===== config.mk =====
export PLATFORM = sky130hd
export DESIGN_NAME = ch_cond_wb
export DESIGN_NICKNAME = d
export VERILOG_FILES = /design/src/rtl/ch_cond_wb_pkg.sv /design/src/rtl/ch_filter.sv /design/src/rtl/ch_cond_wb.sv
export SDC_FILE = /design/constraint.sdc
export NUM_CORES = 1
export LEC_CHECK = 0
export CORE_MARGIN = 3
export CORE_UTILIZATION = 25
export CTS_BUF_LIST = sky130_fd_sc_hd__clkbuf_8
export CTS_CLUSTER_SIZE = 20
export DETAILED_ROUTE_END_ITERATION = 8
export GPL_TIMING_DRIVEN = 0
export SYNTH_ARGS = -nofsm -noshare
export SYNTH_HDL_FRONTEND = slang
export SYNTH_HIERARCHICAL = 1
export SYNTH_SLANG_ARGS = --single-unit
export TNS_END_PERCENT = 100

===== constraint.sdc =====
create_clock -name clk_i -period 1.8 [get_ports clk_i]
set_clock_uncertainty 0.15 [all_clocks]
set_input_delay 0.27 -clock clk_i [delete_from_list [all_inputs] [get_ports clk_i]]
set_output_delay 0.27 -clock clk_i [all_outputs]
set_load 0.02 [all_outputs]

===== src/rtl/ch_cond_wb_pkg.sv =====
// Shared constants for the channel input conditioning block.
// Holds the register map, reset values and a helper that builds low-bit masks.
package ch_cond_wb_pkg;

   localparam logic [3:0] CC_EN     = 4'h0;
   localparam logic [3:0] CC_POL    = 4'h1;
   localparam logic [3:0] CC_FILT   = 4'h2;
   localparam logic [3:0] CC_STICKY = 4'h3;
   localparam logic [3:0] CC_RAW    = 4'h4;

   localparam logic [7:0] EN_RST   = 8'hFF;
   localparam logic [7:0] POL_RST  = 8'h00;
   localparam logic [7:0] FILT_RST = 8'h00;

   // Mask with the lowest n bits set; saturates at a full byte.
   function automatic logic [7:0] lowMask(input int unsigned n);
      if (n >= 8)
         lowMask = 8'hFF;
      else
         lowMask = 8'((16'd1 << n) - 16'd1);
   endfunction

endpackage


===== src/rtl/ch_filter.sv =====
// One channel: synchronizer chain, then a persistence filter.
// A new level has to be seen filtLen_i+1 cycles in a row before it replaces f_o.
module ch_filter #(
   parameter int FILT_W      = 4,
   parameter int SYNC_STAGES = 2
) (
   input  logic              clk_i,
   input  logic              rst_i,
   input  logic              pin_i,
   input  logic [FILT_W-1:0] filtLen_i,
   input  logic              en_i,
   output logic              s_o,
   output logic              f_o
);

   logic [SYNC_STAGES-1:0] sync_q;
   logic                   fState_q, fState_d;
   logic [FILT_W-1:0]      cnt_q, cnt_d;

   assign s_o = sync_q[SYNC_STAGES-1];
   assign f_o = fState_q;

   // Shift the raw pin through the synchronizer; idles high like an inactive pin.
   always_ff @(posedge clk_i) begin
      if (rst_i)
         sync_q <= '1;
      else
         sync_q <= {sync_q[SYNC_STAGES-2:0], pin_i};
   end

   // Filter decision; >= so a shortened length mid-count commits at once rather than wrapping.
   always_comb begin
      fState_d = fState_q;
      cnt_d    = cnt_q;
      if (!en_i) begin
         fState_d = s_o;
         cnt_d    = '0;
      end else if (s_o == fState_q) begin
         cnt_d = '0;
      end else if (cnt_q >= filtLen_i) begin
         fState_d = s_o;
         cnt_d    = '0;
      end else begin
         cnt_d = cnt_q + FILT_W'(1);
      end
   end

   // Filter state register; reset discards any count in flight.
   always_ff @(posedge clk_i) begin
      if (rst_i) begin
         fState_q <= 1'b1;
         cnt_q    <= '0;
      end else begin
         fState_q <= fState_d;
         cnt_q    <= cnt_d;
      end
   end

endmodule


===== src/rtl/ch_cond_wb.sv =====
// Channel input conditioning ahead of the clock counter.
// Per-channel sync and glitch filter, polarity/enable masking, edge detect,
// sticky edge status, all configured through an 8-bit Wishbone-style slave.
module ch_cond_wb
   import ch_cond_wb_pkg::*;
#(
   parameter int NCH         = 6,
   parameter int FILT_W      = 4,
   parameter int SYNC_STAGES = 2
) (
   input  logic           clk_i,
   input  logic           rst_i,
   input  logic [7:0]     dat_i,
   input  logic [5:2]     adr_i,
   output logic [7:0]     dat_o,
   input  logic           stb_i,
   input  logic           we_i,
   output logic           ack_o,
   input  logic [NCH-1:0] pin_in,
   output logic [NCH-1:0] ch_out,
   output logic [NCH-1:0] ch_edge
);

   localparam logic [7:0] CH_MASK   = lowMask(NCH);
   localparam logic [7:0] FILT_MASK = lowMask(FILT_W);

   logic [7:0]     enMask_q, enMask_d;
   logic [7:0]     polMask_q, polMask_d;
   logic [7:0]     filtLen_q, filtLen_d;
   logic [7:0]     sticky_q, sticky_d;
   logic [7:0]     rdData_q, rdData_d;
   logic [7:0]     rdMux;
   logic [7:0]     w1cMask;
   logic           ack_q;
   logic           wrStb, rdStb;
   logic [NCH-1:0] rawSync;
   logic [NCH-1:0] filtLevel;
   logic [NCH-1:0] chOutPrev_q;
   logic [NCH-1:0] chEdge_q;

   for (genvar i = 0; i < NCH; i++) begin : g_chan
      ch_filter #(
         .FILT_W      (FILT_W),
         .SYNC_STAGES (SYNC_STAGES)
      ) u_filter (
         .clk_i     (clk_i),
         .rst_i     (rst_i),
         .pin_i     (pin_in[i]),
         .filtLen_i (filtLen_q[FILT_W-1:0]),
         .en_i      (enMask_q[i]),
         .s_o       (rawSync[i]),
         .f_o       (filtLevel[i])
      );
   end

   // Disabled channels park high; enabled ones pass the filtered level, optionally inverted.
   assign ch_out  = ~enMask_q[NCH-1:0] | (filtLevel ^ polMask_q[NCH-1:0]);
   assign ch_edge = chEdge_q;
   assign ack_o   = ack_q;
   assign dat_o   = rdData_q;

   // Bus decode, register next-state and read mux; an edge beats a same-cycle clear.
   always_comb begin
      wrStb     = stb_i & we_i;
      rdStb     = stb_i & ~we_i;
      enMask_d  = enMask_q;
      polMask_d = polMask_q;
      filtLen_d = filtLen_q;
      w1cMask   = 8'h00;
      rdMux     = 8'h00;
      if (wrStb) begin
         case (adr_i)
            CC_EN:     enMask_d  = dat_i & CH_MASK;
            CC_POL:    polMask_d = dat_i & CH_MASK;
            CC_FILT:   filtLen_d = dat_i & FILT_MASK;
            CC_STICKY: w1cMask   = dat_i & CH_MASK;
            default:   ;
         endcase
      end
      case (adr_i)
         CC_EN:     rdMux = enMask_q;
         CC_POL:    rdMux = polMask_q;
         CC_FILT:   rdMux = filtLen_q;
         CC_STICKY: rdMux = sticky_q;
         CC_RAW:    rdMux = 8'(rawSync);
         default:   rdMux = 8'h00;
      endcase
      sticky_d = (sticky_q & ~w1cMask) | 8'(chEdge_q);
      rdData_d = rdStb ? rdMux : rdData_q;
   end

   // Registers, bus response and the falling-edge detector.
   always_ff @(posedge clk_i) begin
      if (rst_i) begin
         enMask_q    <= EN_RST & CH_MASK;
         polMask_q   <= POL_RST & CH_MASK;
         filtLen_q   <= FILT_RST & FILT_MASK;
         sticky_q    <= 8'h00;
         rdData_q    <= 8'h00;
         ack_q       <= 1'b0;
         chOutPrev_q <= '1;
         chEdge_q    <= '0;
      end else begin
         enMask_q    <= enMask_d;
         polMask_q   <= polMask_d;
         filtLen_q   <= filtLen_d;
         sticky_q    <= sticky_d;
         rdData_q    <= rdData_d;
         ack_q       <= stb_i;
         chOutPrev_q <= ch_out;
         chEdge_q    <= chOutPrev_q & ~ch_out;
      end
   end

endmodule

=== Word-level counts from Yosys, hierarchy flattened ===
Index checks and enable logic that the tools add are counted.

* Bits in registers: 87
* Input bits: 22
* Logic and storage cells: 114

* Add/subtract/negate cells: 6
* Order comparisons: 6
* Equal/unequal tests: 22
* Mux-type cells: 21
* Bitwise gates (word level): 17
* Reductions and logical operators: 16

{| class="wikitable"
|+ Operators with widths
! kind !! count
|-
| one-hot mux 8 bit (5 select lines) || 1
|-
| adder 4 x 1 -> 4 bit, second input constant || 6
|-
| greater-or-equal comparator 4 bit || 6
|-
| OR reduction 4 bit || 6
|-
| 2-to-1 mux 1 bit || 18
|-
| AND reduction 2 bit || 9
|-
| != test 2 x 1 -> 1 bit, second input constant || 6
|-
| != test 2 bit, second input constant || 6
|-
| inverter 6 bit || 2
|-
| AND 8 bit || 1
|-
| == test 4 x 2 -> 1 bit, second input constant || 2
|-
| 2-to-1 mux 8 bit || 1
|-
| inverter 8 bit || 1
|-
| OR 8 x 6 -> 8 bit || 1
|-
| inverter 1 bit || 7
|-
| AND 6 bit || 1
|-
| == test 1 bit || 6
|-
| 2-to-1 mux 6 bit || 1
|-
| OR 6 bit || 1
|-
| XOR 6 bit || 1
|-
| == test 4 x 1 -> 1 bit, second input constant || 1
|-
| == test 4 x 3 -> 1 bit, second input constant || 1
|-
| logical NOT 4 bit || 1
|-
| AND 1 bit || 2
|}

=== Depth between registers and ports, before layout ===
Gate-level depths: netlist (run 1).

* Depth in word-level cells: 6
* Depth in mapped cells: 6
* Depth with buffers taken out: 5

=== Modules after synthesis ===
The synthesis (run 1) kept the hierarchy.

{| class="wikitable"
|+ Modules (own cells, without submodules)
! module !! instances !! cells an instance !! area an instance (um2)
|-
| ch_filter || 6 || 36 || 351.6
|-
| ch_cond_wb || 1 || 189 || 1749.2
|}

=== Worst setup path before layout (run 1) ===
OpenSTA, ideal clock, no wires.

* Path kind: reg-to-reg
* From: reg filtLen_q[3]
* To: reg g_chan[0].u_filter.fState_q
* Data arrival time: 1.247 ns
* Data required time: 1.578 ns
* Path slack: 0.332 ns
* Stages on the path, launching flop included: 6
* Buffers on the path: 0
* Path through: dfxtp_1 -> inv_1 -> ha_1 -> o211ai_1 -> o211ai_2 -> mux2i_1

* Cells in the longest elaborated chain, start to end: 3

{| class="wikitable"
|+ Ends and longest elaborated chain
! item !! line !! source
|-
| start, declared || ch_cond_wb.sv:29 || <nowiki>logic [7:0] filtLen_q, filtLen_d;</nowiki>
|-
| start signal, assigned || ch_cond_wb.sv:97 || <nowiki>filtLen_q <= FILT_RST & FILT_MASK;</nowiki>
|-
| start signal, assigned || ch_cond_wb.sv:106 || <nowiki>filtLen_q <= filtLen_d;</nowiki>
|-
| greater-or-equal comparator 4 bit || ch_filter.sv:40 || <nowiki>end else if (cnt_q >= filtLen_i) begin</nowiki>
|-
| != test 2 x 1 -> 1 bit (no source line) || n/a ||
|-
| AND reduction 2 bit (no source line) || n/a ||
|-
| end signal, assigned || ch_filter.sv:54 || <nowiki>fState_q <= fState_d;</nowiki>
|-
| end, declared || ch_filter.sv:17 || <nowiki>logic fState_q, fState_d;</nowiki>
|}

Every way passes these cells.
A chain may end at the register's enable or synchronous reset.

=== Final worst setup path (run 1) ===
* From: reg chEdge_q[4] (netlist: ch_edge[4])
* To: out ch_edge[4]

{| class="wikitable"
|+ RTL lines
! item !! line !! source
|-
| start, declared || ch_cond_wb.sv:39 || <nowiki>logic [NCH-1:0] chEdge_q;</nowiki>
|-
| start signal, assigned || ch_cond_wb.sv:111 || <nowiki>chEdge_q <= chOutPrev_q & ~ch_out;</nowiki>
|-
| end, declared || ch_cond_wb.sv:21 || <nowiki>output logic [NCH-1:0] ch_edge</nowiki>
|}

No word-level cell between the ends.

==> results.yml, run 1 <==
cts:
  insertion_delay_ns: 0.35
  cts_buffers: 9
  cts_tree: "done"
  root_buffer: "clkbuf_8"
  htree_levels: 3
  holdBufCountCts: 0
  clk_pin_slew_ns: 0.08
  cts_buffer_depth: 2
  postCtsSetupBuffers: 0
  numClockSinks: 83
global_route:
  grt_pass1_vias: 2903
  grt_use_total_pct: 11.0
  gr-total-overflow: 0
  grt_max_degree: 35
  antenna_found_initial: 0
  grt_pass1_wl_um: 14500
detailed_routing:
  ant_nets: 0
  wl_um: 8850
  viasPerCell: 4.51
  dr.first_iter.drc_count: 173
  post_drt_wl_per_cell_um: 13.8
  num_vias: 2903
  route.detailed.drc: 0
  dr.pass1.iters: 4
placed_design:
  dp_hpwl_um: 6510
  place_ws_ns: -1.09
  place.gp.congestion: 0.805
  placement.io_buffers: 37
yosys:
  yosysUniqueCellTypes: 38
  netlist_area_um2: 3860
  yosysSeqAreaShare_pct: 43.1
  avgSynthCellArea_um2: 9.53
  syn_inst: 405
  synth_warnings: 6
  ys_seq_elements: 83
floorplan:
  die_area_um2: 17000
  num_rows: 44
  die_y_um: 130
  core_um2: 14800
  io_pins: 43
  die_width_um: 130
  initial_utilization_pct: 26.1
critical_path:
  end_kind: "primary output"
  required_ns: 1.38
  r2r_cells: 5
  path_buf_inv: 1
  path_max_fanout: 2
  ff2ff_setup_slack_ns: 0.10
  slowest_stage: "clkdlybuf4s50_1"
  worstSetupPathType: "reg2out"
  r2r-start: "filtLen_q[1]"
  cp_cell_sequence: "clkdlybuf4s50_1"
  cpPeakStageDelay_ns: 0.61
  cp_data_arrival_time_ns: 1.33
  worstSetupStartpointType: "register"
  reg2reg_to: "g_chan[4].u_filter/cnt_q[3]"
  worst-path-stages: 1
  crit_family: "buffers and inverters"
outcome:
  outcome: "complete, no violations"
sta:
  drv_slew: 0
  setup_tns_ns: 0
  holdWs_ns: 0.179
  min_period_ns: 1.75
  hold_viol: 0
  period_share_pct: 97.1
  tightest_slew_ns: 0.626
  rsz0062_at_grt: "false"
  setup_ws_ns: 0.0523
  relSlewSlack_pct: 58.3
  max_freq_mhz: 572
  setup_violations: 0
min_path:
  hold_depth: 4
  min_to: "enMask_q[3]"
  worst_hold_path_type: "in2reg"
  worstHoldStart: "adr_i[2]"
power:
  peakVddDrop_mv: 0.387
  power_density_nw_per_um2: 765
  total_leakage_power_nw: 1.89
final_layout:
  drive_gt1_share_pct: 15.5
  syn2layout_area_growth_pct: 21.7
  fin_nets: 506
  diodes: 0
run:
  cap_violations: 0
[flip-flops by register name (all words and copies together), names as in the netlist]
signal	cells
filtLen_q	4
sticky_q	6
enMask_q	6
ack_o	1
polMask_q	6
g_chan.u_filter/sync_q	12
chOutPrev_q	6
g_chan.u_filter/cnt_q	24
dat_o	6
g_chan.u_filter/f_o	6
ch_edge	6
[per-layer routing]
layer	wire (um)	track usage (%)
met5	0	0
met4	250	5.32
met2	4100	17.5
met3	359	2.25
met1	4140	14.2
[stage by stage]
step,power [mW],area [um2],instances,utilization (%)
final,3.59,4690,643,31.7
after global routing,3.73,4690,643,31.7
after CTS,3.63,4670,643,31.6
after detailed placement,2.19,4460,627,30.1
after global placement,2.19,4460,627,30.1
after floorplan,2.07,3860,406,-
[kinds of logic (layout without fill, tap and decap cells)]
| group | count (synthesis) | in the layout | share of synthesized area (%) |
|---|---|---|---|
| adder cells (fa/ha/maj) | 30 | 30 | 9.73 |
| multiplexers | 23 | 23 | 6.16 |
| buffers and inverters | 48 | 101 | 5.87 |
| XOR/XNOR | 24 | 24 | 5.45 |
| AND/OR/NAND/NOR | 160 | 160 | 22.3 |
| AO/OA/AOI/OAI | 36 | 36 | 7.30 |
| flip-flops | 83 | 83 | 43.1 |
| other | 1 | 2 | 0.0972 |
[synthesized netlist by cell type]
library cell / instances / share of area, %
nand3b_1: 6 / 1.2
mux2i_1: 17 / 4.4
o211ai_1: 6 / 1.2
dfxtp_1: 83 / 43
nand3b_4: 1 / 0.52
nor4_1: 1 / 0.16
buf_2: 1 / 0.13
mux2_2: 6 / 1.8
nand3_1: 18 / 2.3
nor2b_1: 9 / 1.5
o211ai_2: 6 / 1.9
inv_1: 37 / 3.6
nand2b_1: 6 / 0.97
o21ai_1: 1 / 0.13
or3b_1: 1 / 0.23
o21ai_0: 6 / 0.78
nor4bb_1: 1 / 0.26
nor2_1: 38 / 3.7
nand4_1: 1 / 0.16
conb_1: 1 / 0.097
nand2_1: 25 / 2.4
xor2_1: 12 / 2.7
o2bb2ai_1: 1 / 0.23
buf_4: 2 / 0.39
or2_2: 18 / 2.9
a222oi_1: 5 / 1.3
buf_6: 5 / 1.5
and2_1: 1 / 0.16
nor3b_2: 6 / 1.9
a21oi_1: 7 / 0.91
nor3b_1: 2 / 0.39
ha_1: 30 / 9.7
nand3b_2: 1 / 0.29
a31oi_1: 1 / 0.16
a22o_1: 3 / 0.68
nor3_1: 25 / 3.2
xnor2_1: 12 / 2.7
clkbuf_1: 3 / 0.29
[cells in the final DEF, fill, tap and decap left out, drive strengths merged, types with 4 or more instances in the layout]
master / Yosys / layout
mux2i: 17 / 17
xor2: 12 / 12
nor3b: 8 / 8
o211ai: 12 / 12
nand2b: 6 / 6
dfxtp: 83 / 83
a222oi: 5 / 5
o21ai: 7 / 7
buf: 8 / 8
inv: 37 / 38
dlygate4sd2: 0 / 5
nand3b: 8 / 8
dlymetal6s2s: 0 / 4
or2: 18 / 18
clkdlybuf4s50: 0 / 25
xnor2: 12 / 12
clkbuf: 3 / 13
mux2: 6 / 6
nand3: 18 / 18
a21oi: 7 / 7
nand2: 25 / 25
ha: 30 / 30
nor3: 25 / 25
nor2b: 9 / 9
nor2: 38 / 38
[worst max-delay path by stage]
stage / startpoint / endpoint / slack, ns
2_1_floorplan: filtLen_q[3] / g_chan[0].u_filter/f_o / 0.33
3_3_place_gp: rst_i / polMask_q[1] / -1.07
3_5_place_dp: rst_i / polMask_q[1] / -1.09
4_1_cts: dat_o[4] / dat_o[4] / 0.005
5_1_grt: ch_edge[5] / ch_edge[5] / 0.001
6_report: ch_edge[4] / ch_edge[4] / 0.05
[report_power, final]
group | switching [mW] | internal [mW] | leakage (nW) | total [mW]
combinational | 0.135 | 0.120 | 1.10 | 0.255
sequential | 0.0221 | 1.87 | 0.674 | 1.89
clock | 0.668 | 0.779 | 0.111 | 1.45
[cell type report]
type,count,area (um2)
multi-input combinational,275,1980
clock inverter,7,93.8
buffer,11,87.6
tap,184,230
fill,1531,10100
sequential,83,1670
clock buffer,9,124
timing repair buffer,37,372
inverter,37,139
[what timing repair did]
item / CTS / global route
endpoints found under the setup margin: 86 / 53
gates resized for setup: 16 / 12
pin swaps: 0 / 0
hold endpoints to repair: 0 / 0
No activity file was read; power rests on OpenSTA's default activity.
==> run 2: changes to the inputs <==
GPL_ROUTABILITY_DRIVEN = 0   (was not set)
==> results of run 2 <==
Final layout, timing and power as in run 1 (identical DEF).
==> run 3: changes to the inputs <==
REMOVE_ABC_BUFFERS = 1   (was not set)
==> results.yml, run 3 (same netlist as run 1, synthesis figures left out) <==
sta:
  setup_ws_ns: 0.0605
  max_freq_mhz: 575
  drv_slew: 0
  rsz0062_at_grt: "false"
  min_period_ns: 1.74
  tightest_slew_ns: 0.529
  relSlewSlack_pct: 64.8
  hold_viol: 0
  period_share_pct: 96.6
  setup_violations: 0
  holdWs_ns: 0.222
power:
  comb_power_share_pct: 7.0
  intPower_mw: 2.74
  clkPwrFrac_pct: 39.2
  seq_power_share_pct: 53.8
  power_density_nw_per_um2: 751
  p_switching_uw: 773
  peakVddDrop_mv: 0.422
  total_leakage_power_nw: 1.97
  p_sw_share_pct: 22.0
floorplan:
  die_y_um: 130
  die_area_um2: 17000
  die_width_um: 130
  initial_utilization_pct: 26.1
  core_um2: 14800
  io_pins: 43
  num_rows: 44
detailed_routing:
  route.detailed.drc: 0
  num_vias: 2884
  post_drt_wl_per_cell_um: 13.3
  viasPerCell: 4.52
  dr.first_iter.drc_count: 170
  wl_um: 8480
  dr.pass1.iters: 4
  ant_nets: 0
critical_path:
  required_ns: 1.38
  path_max_fanout: 2
  cpPeakStageDelay_ns: 0.61
  cp_data_arrival_time_ns: 1.32
  worstSetupStartpointType: "register"
  slowest_stage: "clkdlybuf4s50_1"
  worst-path-stages: 1
  cp_cell_sequence: "clkdlybuf4s50_1"
  end_kind: "primary output"
  worstSetupPathType: "reg2out"
  path_buf_inv: 1
  ff2ff_setup_slack_ns: 0.13
  r2r_cells: 5
  crit_family: "buffers and inverters"
run:
  cap_violations: 0
placed_design:
  dpl.cell_count: 618
  placement.io_buffers: 38
  dp_hpwl_um: 6250
  placed_cell_area_um2: 4420
  place_ws_ns: -1.01
final_layout:
  regMostFlops: "g_chan.u_filter/cnt_q"
  largest_register_ffs: 24
  reg_top3: "g_chan.u_filter/cnt_q: 24 flops, g_chan.u_filter/sync_q: 12 flops"
  final_common_cell: "dfxtp_1"
  design_area_um2: 4670
  instances_no_fill: 638
  diodes: 0
  fin_nets: 503
  syn2layout_area_growth_pct: 21.1
  drive_gt1_share_pct: 14.5
  final_cell_mix: "78 x dfxtp_1, 39 x inv_1, 37 x nor2_1, 30 x ha_1"
  fillers: 1522
cts:
  htree_levels: 3
  cts_buffer_depth: 2
  cts_tree: "done"
  root_buffer: "clkbuf_8"
  clk_pin_slew_ns: 0.08
  numClockSinks: 83
  insertion_delay_ns: 0.36
  holdBufCountCts: 0
  cts_buffers: 9
global_route:
  antenna_found_initial: 0
  grt_use_total_pct: 10.4
  grt_max_degree: 35
  grt_pass1_wl_um: 13800
  gr-total-overflow: 0
  grt_pass1_vias: 2824
outcome:
  outcome: "complete, no violations"
min_path:
  worst_hold_path_type: "in2reg"
  hold_depth: 2
-- run 3: repair_timing --
item                                   CTS  global route
endpoints found under the hold margin    0             0
pin swaps                                1             0
gates resized for setup                 18            12
buffers inserted                         4             2
setup endpoints to repair               60            24
-- run 3: path summary, 6_finish.rpt --
path,startpoint,end
setup / recovery,ch_edge[5],ch_edge[5]
hold / removal,rst_i,filtLen_q[2]
setup reg to reg,filtLen_q[3],g_chan[4].u_filter/f_o
hold reg to reg,chOutPrev_q[0],ch_edge[0]
-- run 3: final cells by class --
| class | instances | area, um2 | share of cell area, % |
|---|---|---|---|
| Timing Repair Buffer | 45 | 448 | 9.59 |
| Clock inverter | 5 | 72.6 | 1.55 |
| Inverter | 37 | 139 | 2.97 |
| Sequential cell | 83 | 1670 | 35.7 |
| Multi-Input combinational cell | 275 | 1990 | 42.6 |
| Clock buffer | 9 | 124 | 2.65 |
| Tap cell | 184 | 230 | 4.93 |
-- run 3: through the flow --
| step | total power, mW | util, % | TNS (ns) |
|---|---|---|---|
| 3_5_place_dp | 2.18 | 29.9 | -22.25 |
| 6_report | 3.51 | 31.6 | 0 |
| 4_1_cts | 3.57 | 31.3 | 0 |
| 2_1_floorplan | 2.04 | - | -14.78 |
| 5_1_grt | 3.66 | 31.6 | 0 |
| 3_3_place_gp | 2.17 | 29.6 | -110.05 |
-- run 3: power by group through the flow --
stage               Sequential, mW  Clock [mW]  Combinational [mW]
floorplan                     1.93           0               0.112
global placement              1.93           0               0.238
detailed placement            1.93           0               0.249
CTS                           1.89        1.43               0.247
global route                  1.89        1.49               0.271
finish                        1.89        1.38               0.246
-- run 3: routing by layer --
layer	share of wire, %	GRT usage [%]
met5	0	0
met3	3.8	2.33
met4	1.9	4.71
met2	48	17.1
met1	46	13.0
==> edit: new RTL, config.mk and constraints of run 2 <==
Set the package constant `POL_RST` to 8'h01 (it was 8'h00).
--- a/src/rtl/ch_cond_wb_pkg.sv
+++ b/src/rtl/ch_cond_wb_pkg.sv
@@ -9,7 +9,7 @@
    localparam logic [3:0] CC_RAW    = 4'h4;
 
    localparam logic [7:0] EN_RST   = 8'hFF;
-   localparam logic [7:0] POL_RST  = 8'h00;
+   localparam logic [7:0] POL_RST  = 8'h01;
    localparam logic [7:0] FILT_RST = 8'h00;
 
    // Mask with the lowest n bits set; saturates at a full byte.
Behaviour: not the same (Yosys sat finds a counterexample within 4 cycles, from zero or initial values and one cycle with rst_i high).
==> edit against run 2 <==
- count of clock-buffer cells in the layout rose by 2
- die area fell by 0.37%
- sequential share of layout area increased by 0.46 points
- wire length up 0.34%
- sequential power about the same
- setup slack gained 1.5 ps
- cell area shrank 0.75%
- sequential cell count did not move
- area after synthesis is 0.39% lower
- power is 5.2% lower
- critical path type is now in -> reg
- critical endpoint is now dat_o[5]
==> edit: results (changes against run 2) <==
Run status
  – Status: completed (unchanged)

Detailed routing
  – Pre-Repair DR Iteration Count: 6 (was 4)
  – Avg WL per Cell: 13.81 um (was 13.76 um)
  – Vias per cell: 4.563 (was 4.515)
  – First DRT Iteration DRCs: 264 (was 173)
  – Final WL: 8878 um (was 8848 um)

Critical path
  – Crit-path max FO: 10 (was 2)
  – Crit path DAT: 1840 ps (was 1330 ps)

Final layout
  – Nets@finish: 506 (unchanged)
  – Diode count: 0 (unchanged)
  – Fillers: 1520 (was 1531)
  – Register area: 1680 um^2 (was 1672 um^2)
  – Top Registers: g_chan.u_filter/cnt_q x24, g_chan.u_filter/sync_q x12 (unchanged)
  – Layout cells sized above 1: 16.12% (was 15.47%)

GRT
  – Gr usage total: 11.16% (was 10.99%)
  – Via count of the first global-routing pass: 2966 (was 2903)
  – Initial antenna violation count: 0 (unchanged)
  – Largest net degree at the start of global routing: 44 (was 35)
  – First-pass GRT wire length: 14530 um (was 14500 um)

CTS
  – Deepest clock path buffer count: 2 (unchanged)
  – Clock root buffer master: clkbuf_8 (unchanged)
  – Clock Latency Late Sink: 360 ps
  – CTS HTree Levels: 3 (unchanged)
  – Reg clk slew, reported paths: 90 ps
  – CTS buffer count: 9 (unchanged)

Logic synthesis
  – Post-synthesis mux area share: 5.924% (was 6.161%)
  – Mapped Cells: 406 (was 405)
  – Synth async-reset ratio: 0% (unchanged)
  – Synth top cells by count: dfxtp_1, inv_1, nor2_1 (was dfxtp_1, nor2_1, inv_1)
  – Count of cell types in the netlist: 39 (was 38)
  – Register area share after synthesis: 43.23% (was 43.06%)
  – Total number of yosys warnings: 6 (unchanged)
  – Compound-Gate Fraction of Synth Area: 7.552% (was 7.296%)
  – Largest cells by area after synthesis: dfxtp_1, ha_1, mux2i_1 (unchanged)
  – Xor-xnor portion of the synthesized cell area: 5.469% (was 5.447%)
  – Top FF cell, synth: dfxtp_1 (unchanged)
  – Synth Area in Adders: 9.766% (was 9.728%)

Timing
  – Worst-margin pin slew: 755.0 ps (was 626.0 ps)

Worst hold path
  – Worst hold path class: in -> reg (unchanged)

Placed design
  – Post-Place Cells: 628 (was 627)
  – Placed Area: 4448 um^2 (was 4463 um^2)
  – DP HPWL: 6624 um (was 6508 um)
  – PortBufs: 37 (unchanged)
  – Post-placement setup slack: -1155 ps (was -1091 ps)

Pwr
  – Net Sw Power: 0.8464 mW (was 0.8248 mW)
  – Worst VDD drop: 0.3805 mV (was 0.3865 mV)
  – Leak: 1.932 nW (was 1.890 nW)
edit: cell count changes after synthesis, sizes merged:
cell and change:
a211o +1, buf -1, clkbuf +1, inv +1
mux2i -1
edit: routing by layer:
metal | vias to the layer above | GRT usage, % | routed length (um)
li1 | 1468 | - | -
met1 | 1386 | 14.23 | 4132
met2 | 68 | 18.41 | 4145
met3 | 12 | 1.719 | 435
met4 | 0 | 5.501 | 165
met5 | - | 0 | 0
edit: power groups by stage:
stage / clock [mW] / combinational [mW] / sequential, mW
after floorplan: 0 / 0.142 / 1.94
after global placement: 0 / 0.265 / 1.94
after detailed placement: 0 / 0.268 / 1.94
after CTS: 1.29 / 0.263 / 1.89
after global routing: 1.36 / 0.289 / 1.90
final: 1.25 / 0.263 / 1.89
edit: critical path, stage by stage:
cell             delay, ps
clkdlybuf4s50_1        540
buf_6                  170
mux2_2                 330
a222oi_1               400
o21ai_0                120
edit: cell type report:
type	instances	share of cell area (%)
multi-input cells	275	42.40
flip-flops and latches	83	36.06
repair buffers	37	8.056
well taps	184	4.941
clock buffers	11	3.249
inverters	38	3.061
plain buffers	10	1.638
clock inverters	5	0.5908
edit: path summary, 6_finish.rpt:
kind,end,start,cells after the start,slack [ps]
setup / recovery,dat_o[5],adr_i[4],5,50
hold / removal,enMask_q[2],adr_i[2],4,160
setup reg to reg,g_chan[4].u_filter/f_o,filtLen_q[3],5,140
hold reg to reg,g_chan[2].u_filter/sync_q[1],g_chan[2].u_filter/sync_q[0],1,260
edit: timing repair:
item	CTS	global route
buffers inserted	0	0
pin swaps	0	3
setup endpoints to repair	77	47
hold buffers	0	0
resized for setup	20	20
endpoints found under the hold margin	0	0
